--- src/rtl/au_normalize_seq_pkg.sv ---
// Shared definitions for the sequential leading-zero normalizer:
// FSM state encoding and the constant ceil(log2) helper used to size
// the shift-stage and count fields.
package au_normalize_seq_pkg;

    // Controller states; encodings are fixed so that state dumps read the
    // same across every instance of the block.
    typedef enum logic [1:0] {
        ST_IDLE  = 2'd0,
        ST_SHIFT = 2'd1,
        ST_DONE  = 2'd2
    } au_state_e;

    // ceil(log2(n)) for n >= 1, usable in constant expressions.
    function automatic int au_clog2(input int n);
        int r;
        r = 0;
        for (int i = 0; i < 31; i++) begin
            if ((32'sd1 <<< i) < n) begin
                r = i + 1;
            end else begin
                r = r;
            end
        end
        return r;
    endfunction

endpackage : au_normalize_seq_pkg

--- src/rtl/au_normalize_seq_if.sv ---
// Handshake bundle of the normalizer: an input word channel (in_valid /
// in_ready / a) and a result channel (out_valid / out_ready / z / cnt /
// no_det). The producer/consumer side uses the master modport, the
// normalizer itself uses the slave modport.
interface au_normalize_seq_if
    import au_normalize_seq_pkg::*;
#(
    parameter int WIDTH = 8
);
    localparam int CW = au_clog2(WIDTH + 1);

    logic             in_valid;
    logic             in_ready;
    logic [WIDTH-1:0] a;
    logic             out_valid;
    logic             out_ready;
    logic [WIDTH-1:0] z;
    logic [CW-1:0]    cnt;
    logic             no_det;

    modport master (
        output in_valid,
        output a,
        output out_ready,
        input  in_ready,
        input  out_valid,
        input  z,
        input  cnt,
        input  no_det
    );

    modport slave (
        input  in_valid,
        input  a,
        input  out_ready,
        output in_ready,
        output out_valid,
        output z,
        output cnt,
        output no_det
    );

endinterface : au_normalize_seq_if

--- src/rtl/au_normalize_seq.sv ---
// Sequential normalizer: shifts an input word left until its MSB is set,
// reporting the number of leading zeroes. One binary-search stage per
// clock: stage s tests the top 2^s bits and shifts by 2^s when they are
// all zero. With L = clog2(WIDTH) stages the shift amounts sum to
// 2^L - 1 >= WIDTH - 1, so every leading-zero count is reachable, and a
// stage only shifts when the leading '1' lies below the tested field, so
// it can never be shifted out (this also holds for non-power-of-two
// WIDTH, where 2^(L-1) < WIDTH).
//
// Timing: counting the acceptance edge as edge 1, an all-zero word is in
// DONE after 1 edge and any other word after L+1 edges.
module au_normalize_seq
    import au_normalize_seq_pkg::*;
#(
    parameter int WIDTH = 8
) (
    input  logic               clk,
    input  logic               rst,
    au_normalize_seq_if.slave  nrm_if
);

    localparam int L  = au_clog2(WIDTH);
    localparam int CW = au_clog2(WIDTH + 1);

    // Elaboration-time guard: a single-bit word has nothing to normalize.
    generate
        if (WIDTH < 2) begin : g_width_check
            $fatal(1, "au_normalize_seq: WIDTH must be >= 2");
        end
    endgenerate

    // ------------------------------------------------------------------
    // State and datapath registers
    // ------------------------------------------------------------------
    au_state_e        state_q,     state_d;
    logic [WIDTH-1:0] work_q,      work_d;
    logic [CW-1:0]    cnt_q,       cnt_d;
    logic [CW-1:0]    stage_q,     stage_d;
    logic             no_det_q,    no_det_d;
    logic             in_ready_q,  in_ready_d;
    logic             out_valid_q, out_valid_d;

    // Shared shift stage signals
    logic [CW-1:0]    shift_amt_s;
    logic [WIDTH-1:0] shifted_s;
    logic             top_zero_s;

    // True when the top 'amt' bits of 'word' are all zero.
    function automatic logic top_bits_zero(input logic [WIDTH-1:0] word,
                                           input logic [CW-1:0]    amt);
        logic [WIDTH-1:0] upper;
        upper = word >> (WIDTH - int'(amt));
        return (upper == '0);
    endfunction

    // Single shift stage: amount 2^s, field test and zero-filled shift.
    always_comb begin
        shift_amt_s = CW'(1) << stage_q;
        shifted_s   = work_q << shift_amt_s;
        top_zero_s  = top_bits_zero(work_q, shift_amt_s);
    end

    // Next-state and datapath update for IDLE -> SHIFT/DONE -> IDLE.
    always_comb begin
        state_d     = state_q;
        work_d      = work_q;
        cnt_d       = cnt_q;
        stage_d     = stage_q;
        no_det_d    = no_det_q;

        case (state_q)
            ST_IDLE: begin
                if (nrm_if.in_valid) begin
                    work_d  = nrm_if.a;
                    stage_d = CW'(L - 1);
                    if (nrm_if.a == '0) begin
                        // Nothing to search for: report immediately.
                        state_d  = ST_DONE;
                        cnt_d    = CW'(WIDTH);
                        no_det_d = 1'b1;
                    end else begin
                        state_d  = ST_SHIFT;
                        cnt_d    = '0;
                        no_det_d = 1'b0;
                    end
                end else begin
                    state_d = ST_IDLE;
                end
            end

            ST_SHIFT: begin
                if (top_zero_s) begin
                    work_d = shifted_s;
                    cnt_d  = cnt_q + shift_amt_s;
                end else begin
                    work_d = work_q;
                    cnt_d  = cnt_q;
                end
                if (stage_q == '0) begin
                    state_d = ST_DONE;
                    stage_d = '0;
                end else begin
                    state_d = ST_SHIFT;
                    stage_d = stage_q - CW'(1);
                end
            end

            ST_DONE: begin
                if (nrm_if.out_ready) begin
                    state_d = ST_IDLE;
                end else begin
                    state_d = ST_DONE;
                end
            end

            default: begin
                state_d = ST_IDLE;
            end
        endcase

        // Handshake flags follow the state they will be registered with.
        in_ready_d  = (state_d == ST_IDLE);
        out_valid_d = (state_d == ST_DONE);
    end

    // Controller and datapath registers with asynchronous reset.
    always_ff @(posedge clk or posedge rst) begin
        if (rst) begin
            state_q     <= ST_IDLE;
            work_q      <= '0;
            cnt_q       <= '0;
            stage_q     <= '0;
            no_det_q    <= 1'b0;
            in_ready_q  <= 1'b1;
            out_valid_q <= 1'b0;
        end else begin
            state_q     <= state_d;
            work_q      <= work_d;
            cnt_q       <= cnt_d;
            stage_q     <= stage_d;
            no_det_q    <= no_det_d;
            in_ready_q  <= in_ready_d;
            out_valid_q <= out_valid_d;
        end
    end

    // Result and handshake outputs come straight from registers.
    assign nrm_if.in_ready  = in_ready_q;
    assign nrm_if.out_valid = out_valid_q;
    assign nrm_if.z         = work_q;
    assign nrm_if.cnt       = cnt_q;
    assign nrm_if.no_det    = no_det_q;

endmodule : au_normalize_seq

--- src/flat_wrapper.sv ---
// flat-port wrapper written by rule: the top's interface ports become plain ports
module au_normalize_seq_flat import au_normalize_seq_pkg::*;
#(
    parameter int WIDTH = 8
)
  (clk, rst, nrm_if_in_valid, nrm_if_a, nrm_if_out_ready, nrm_if_in_ready, nrm_if_out_valid, nrm_if_z, nrm_if_cnt, nrm_if_no_det);
  au_normalize_seq_if #(.WIDTH(WIDTH)) nrm_if_i ();
  input  logic clk;
  input  logic rst;
  input wire logic [$bits(nrm_if_i.in_valid)-1:0] nrm_if_in_valid;
  input wire logic [$bits(nrm_if_i.a)-1:0] nrm_if_a;
  input wire logic [$bits(nrm_if_i.out_ready)-1:0] nrm_if_out_ready;
  output wire logic [$bits(nrm_if_i.in_ready)-1:0] nrm_if_in_ready;
  output wire logic [$bits(nrm_if_i.out_valid)-1:0] nrm_if_out_valid;
  output wire logic [$bits(nrm_if_i.z)-1:0] nrm_if_z;
  output wire logic [$bits(nrm_if_i.cnt)-1:0] nrm_if_cnt;
  output wire logic [$bits(nrm_if_i.no_det)-1:0] nrm_if_no_det;
  assign nrm_if_i.in_valid = nrm_if_in_valid;
  assign nrm_if_i.a = nrm_if_a;
  assign nrm_if_i.out_ready = nrm_if_out_ready;
  assign nrm_if_in_ready = nrm_if_i.in_ready;
  assign nrm_if_out_valid = nrm_if_i.out_valid;
  assign nrm_if_z = nrm_if_i.z;
  assign nrm_if_cnt = nrm_if_i.cnt;
  assign nrm_if_no_det = nrm_if_i.no_det;
  au_normalize_seq #(.WIDTH(WIDTH)) u_core (.clk(clk), .rst(rst), .nrm_if(nrm_if_i));
endmodule
--- config.mk ---
export PLATFORM = sky130hd
export DESIGN_NAME = au_normalize_seq_flat
export DESIGN_NICKNAME = d
export VERILOG_FILES = /design/src/rtl/au_normalize_seq_pkg.sv /design/src/rtl/au_normalize_seq_if.sv /design/src/rtl/au_normalize_seq.sv /design/src/flat_wrapper.sv
export SDC_FILE = /design/constraint.sdc
export NUM_CORES = 1
export LEC_CHECK = 0
export BUFFER_PORTS_ARGS = -buffer_cell sky130_fd_sc_hd__buf_4
export CORE_ASPECT_RATIO = 1.75
export CORE_MARGIN = 5
export CORE_UTILIZATION = 60
export CTS_CLUSTER_SIZE = 16
export DETAILED_ROUTE_END_ITERATION = 10
export PLACE_DENSITY_LB_ADDON = 0.12
export SETUP_SLACK_MARGIN = 0.15
export SLEW_MARGIN = 20
export SYNTH_ARGS = -nofsm -noshare
export SYNTH_HDL_FRONTEND = slang
export SYNTH_SLANG_ARGS = --single-unit
--- constraint.sdc ---
create_clock -name clk -period 8.49 [get_ports clk]
set_clock_uncertainty 0.1 [all_clocks]
set_input_delay 0.4245 -clock clk [delete_from_list [all_inputs] [get_ports clk]]
set_output_delay 0.4245 -clock clk [all_outputs]
set_load 0.03 [all_outputs]
==> metrics.cfg <==
[yosys]
synth.distinct_cells = 55
synthFlopType = dfrtp_1
yosys-top-cells-area = dfrtp_1 (31%), a21oi_1 (6.5%), o2bb2ai_1 (4.3%)
synthesis.nets = 200
yosysTopAreaCellShare_pct = 30.9
netlist_instances = 183
netlist_area_um2 = 1620
avgSynthCellArea_um2 = 8.86
synth_seq_area_share_pct = 32.5
post-synth-top-area-cell = dfrtp_1
synthArstFlopShare_pct = 100
synth-edff-count = 0
ys_ff_latch = 21
ys.warnings.count = 0

[floorplanning]
rows = 25
die-width_um = 49.3
start_util_pct = 61.0
dieHeight_um = 78.8
boundaryPins = 27
die_area_um2 = 3880
core-area_um2 = 2660

[timing]
fin_crit_sh_pct = 42.2
relSlewSlack_pct = 45.8
grt_setup_unrepaired = false
fin_crit_ps = 3580
setup_ws_ps = 4910
finalSetupTns_ps = 0
hold_viol = 0
final_max_slew_viol_count = 0
setup_violations = 0
tightestPinTransition_ps = 812
max_freq_mhz = 279
whs_ps = 212

[drt]
drc = 0
drtPass1Iterations = 5
ant_nets = 0
drt-vias-per-instance = 7.00
wl_mm = 4.50
wl_per_cell_um = 19.8
drt_iter0_drc = 89
via_count = 1589

[final_layout]
final_cell_mix = buf_4 (26), a21oi_1 (21), dfrtp_1 (20), nor2_1 (15), nand2_1 (11)
final_common_cell = buf_4
final_net_count = 218
drive_gt1_share_pct = 21.0
num_antenna_cells = 0
syn_to_final_growth_pct = 12.1
final_cells = 227
n_fill_cell = 213

[clock_tree]
cts_max_level = 1
cts_root_buf = clkbuf_8
cts_setup_buffers = 0
insertion_delay_ps = 270
ctsHoldBuffers = 0
clk_pin_slew_ps = 80
ctsResizeCount = 0
cts_made_buffers = 3
cts.path.max_buffers = 2
clkSinkCount = 21
cts_tree = built

[job]
maxCapViolCount = 0

[setup_path]
arrival_ps = 3690
crit_required_ps = 8600
end_kind = flop
worstSetupStartpointType = flop
crit_type = flop to flop
cp_max_fo = 18
rrSetupSlack_ps = 4910

[status]
status = completed

[global_route]
grt_start_max_net_pins = 22
grt_usage_pct = 24.7
grt_antenna_before_repair = 0
grt_pass1_vias = 1615
grt_pass1_wl_mm = 7.71
grt_overflow = 0

[worst_hold_path]
min_path_type = input pin to async pin

[placed_design]
dp_cells = 223
preCtsSetupSlack_ps = 4990
io_buffers = 26
dp_hpwl_mm = 3.42
gp_congestion = 0.887

[power_and_ir_drop]
leakage_nw = 0.802
peakVddDrop_uv = 269
p_per_area_nw_per_um2 = 477

==> final cells by class <==
type / instances / area, um2 / area share (%)
Clock buffer: 3 / 41.3 / 2.27
Clock inverter: 1 / 5.00 / 0.275
Inverter: 8 / 32.5 / 1.79
Multi-Input combinational cell: 141 / 983 / 54.1
Sequential cell: 21 / 527 / 29.0
Tap cell: 27 / 33.8 / 1.86
Timing Repair Buffer: 26 / 195 / 10.7
==> cell usage after synthesis, types with 3 or more instances <==
library cell  number
a211oi_1           6
a21oi_1           21
a221oi_1           3
a22o_1             3
a31oi_1            3
and3_1             4
buf_2              3
buf_6              3
clkbuf_1           5
dfrtp_1           20
ha_1               4
inv_1              7
nand2_1           11
nand2b_1           5
nor2_1            15
nor2b_1            3
o211ai_1           3
o21ai_0            8
o2bb2ai_1          8
xnor2_1            3
==> flip-flops by register name (all words and copies together), names as in the netlist <==
| register | count |
|---|---|
| u_core.nrm_if.no_det | 1 |
| u_core.nrm_if.out_valid | 1 |
| u_core.state_q | 2 |
| u_core.nrm_if.cnt | 4 |
| u_core.nrm_if.in_ready | 1 |
| u_core.nrm_if.z | 8 |
| u_core.stage_q | 4 |
==> path summary, 6_finish.rpt <==
check | from | endpoint | depth (start not counted)
worst max register to register | u_core.stage_q[1]$_DFFE_PP0P_ | u_core.nrm_if.cnt[1]$_DFFE_PP0P_ | 9
worst min register to register | u_core.nrm_if.cnt[3]$_DFFE_PP0P_ | u_core.nrm_if.cnt[3]$_DFFE_PP0P_ | 1
max in group asynchronous | rst | u_core.nrm_if.cnt[1]$_DFFE_PP0P_ | 2
worst max-delay path | u_core.stage_q[1]$_DFFE_PP0P_ | u_core.nrm_if.cnt[1]$_DFFE_PP0P_ | 9
min in group clk | nrm_if_a[0] | u_core.nrm_if.z[0]$_DFFE_PP0P_ | 3
worst min-delay path | rst | u_core.nrm_if.z[0]$_DFFE_PP0P_ | 2
==> critical path, cell delays in order, from the launching register on <==
cell and delay, ps:
dfrtp_1 570, nor4_4 800, inv_4 120, ha_1 300
nand3b_1 370, and3_1 320, a221oi_1 270, o311ai_1 180
nor4_4 310, a22o_1 180
==> metrics by stage <==
stage / utilization, % / cell area, um2 / power, mW
after floorplan: - / 1620 / 0.664
final: 68.4 / 1820 / 0.867
after global placement: 66.6 / 1770 / 0.771
after global routing: 68.4 / 1820 / 0.931
after detailed placement: 66.6 / 1770 / 0.791
after CTS: 68.4 / 1820 / 0.860
==> routing by layer <==
metal  vias to the layer above  track usage [%]  part of all wire [%]
met5                         -                0                     0
met1                       749             29.4                    38
met2                        86             42.2                    51
met3                        28             2.81                   5.6
li1                        726                -                     -
met4                         0             13.2                   5.8
==> power by group <==
group,total [mW],internal (mW),switching [mW]
Clock,0.0679,0.0328,0.0351
Combinational,0.576,0.224,0.352
Sequential,0.223,0.141,0.0822
==> cells by family after synthesis <==
family | after synthesis | share of synthesized area (%)
xor+xnor | 4 | 2.16
fa+ha+maj | 5 | 4.32
buf+inv | 21 | 6.87
compound gates | 75 | 33.1
flops | 21 | 32.5
mux | 3 | 1.93
simple gates | 54 | 19.1
Note: power is estimated with default switching activity, not from simulation.
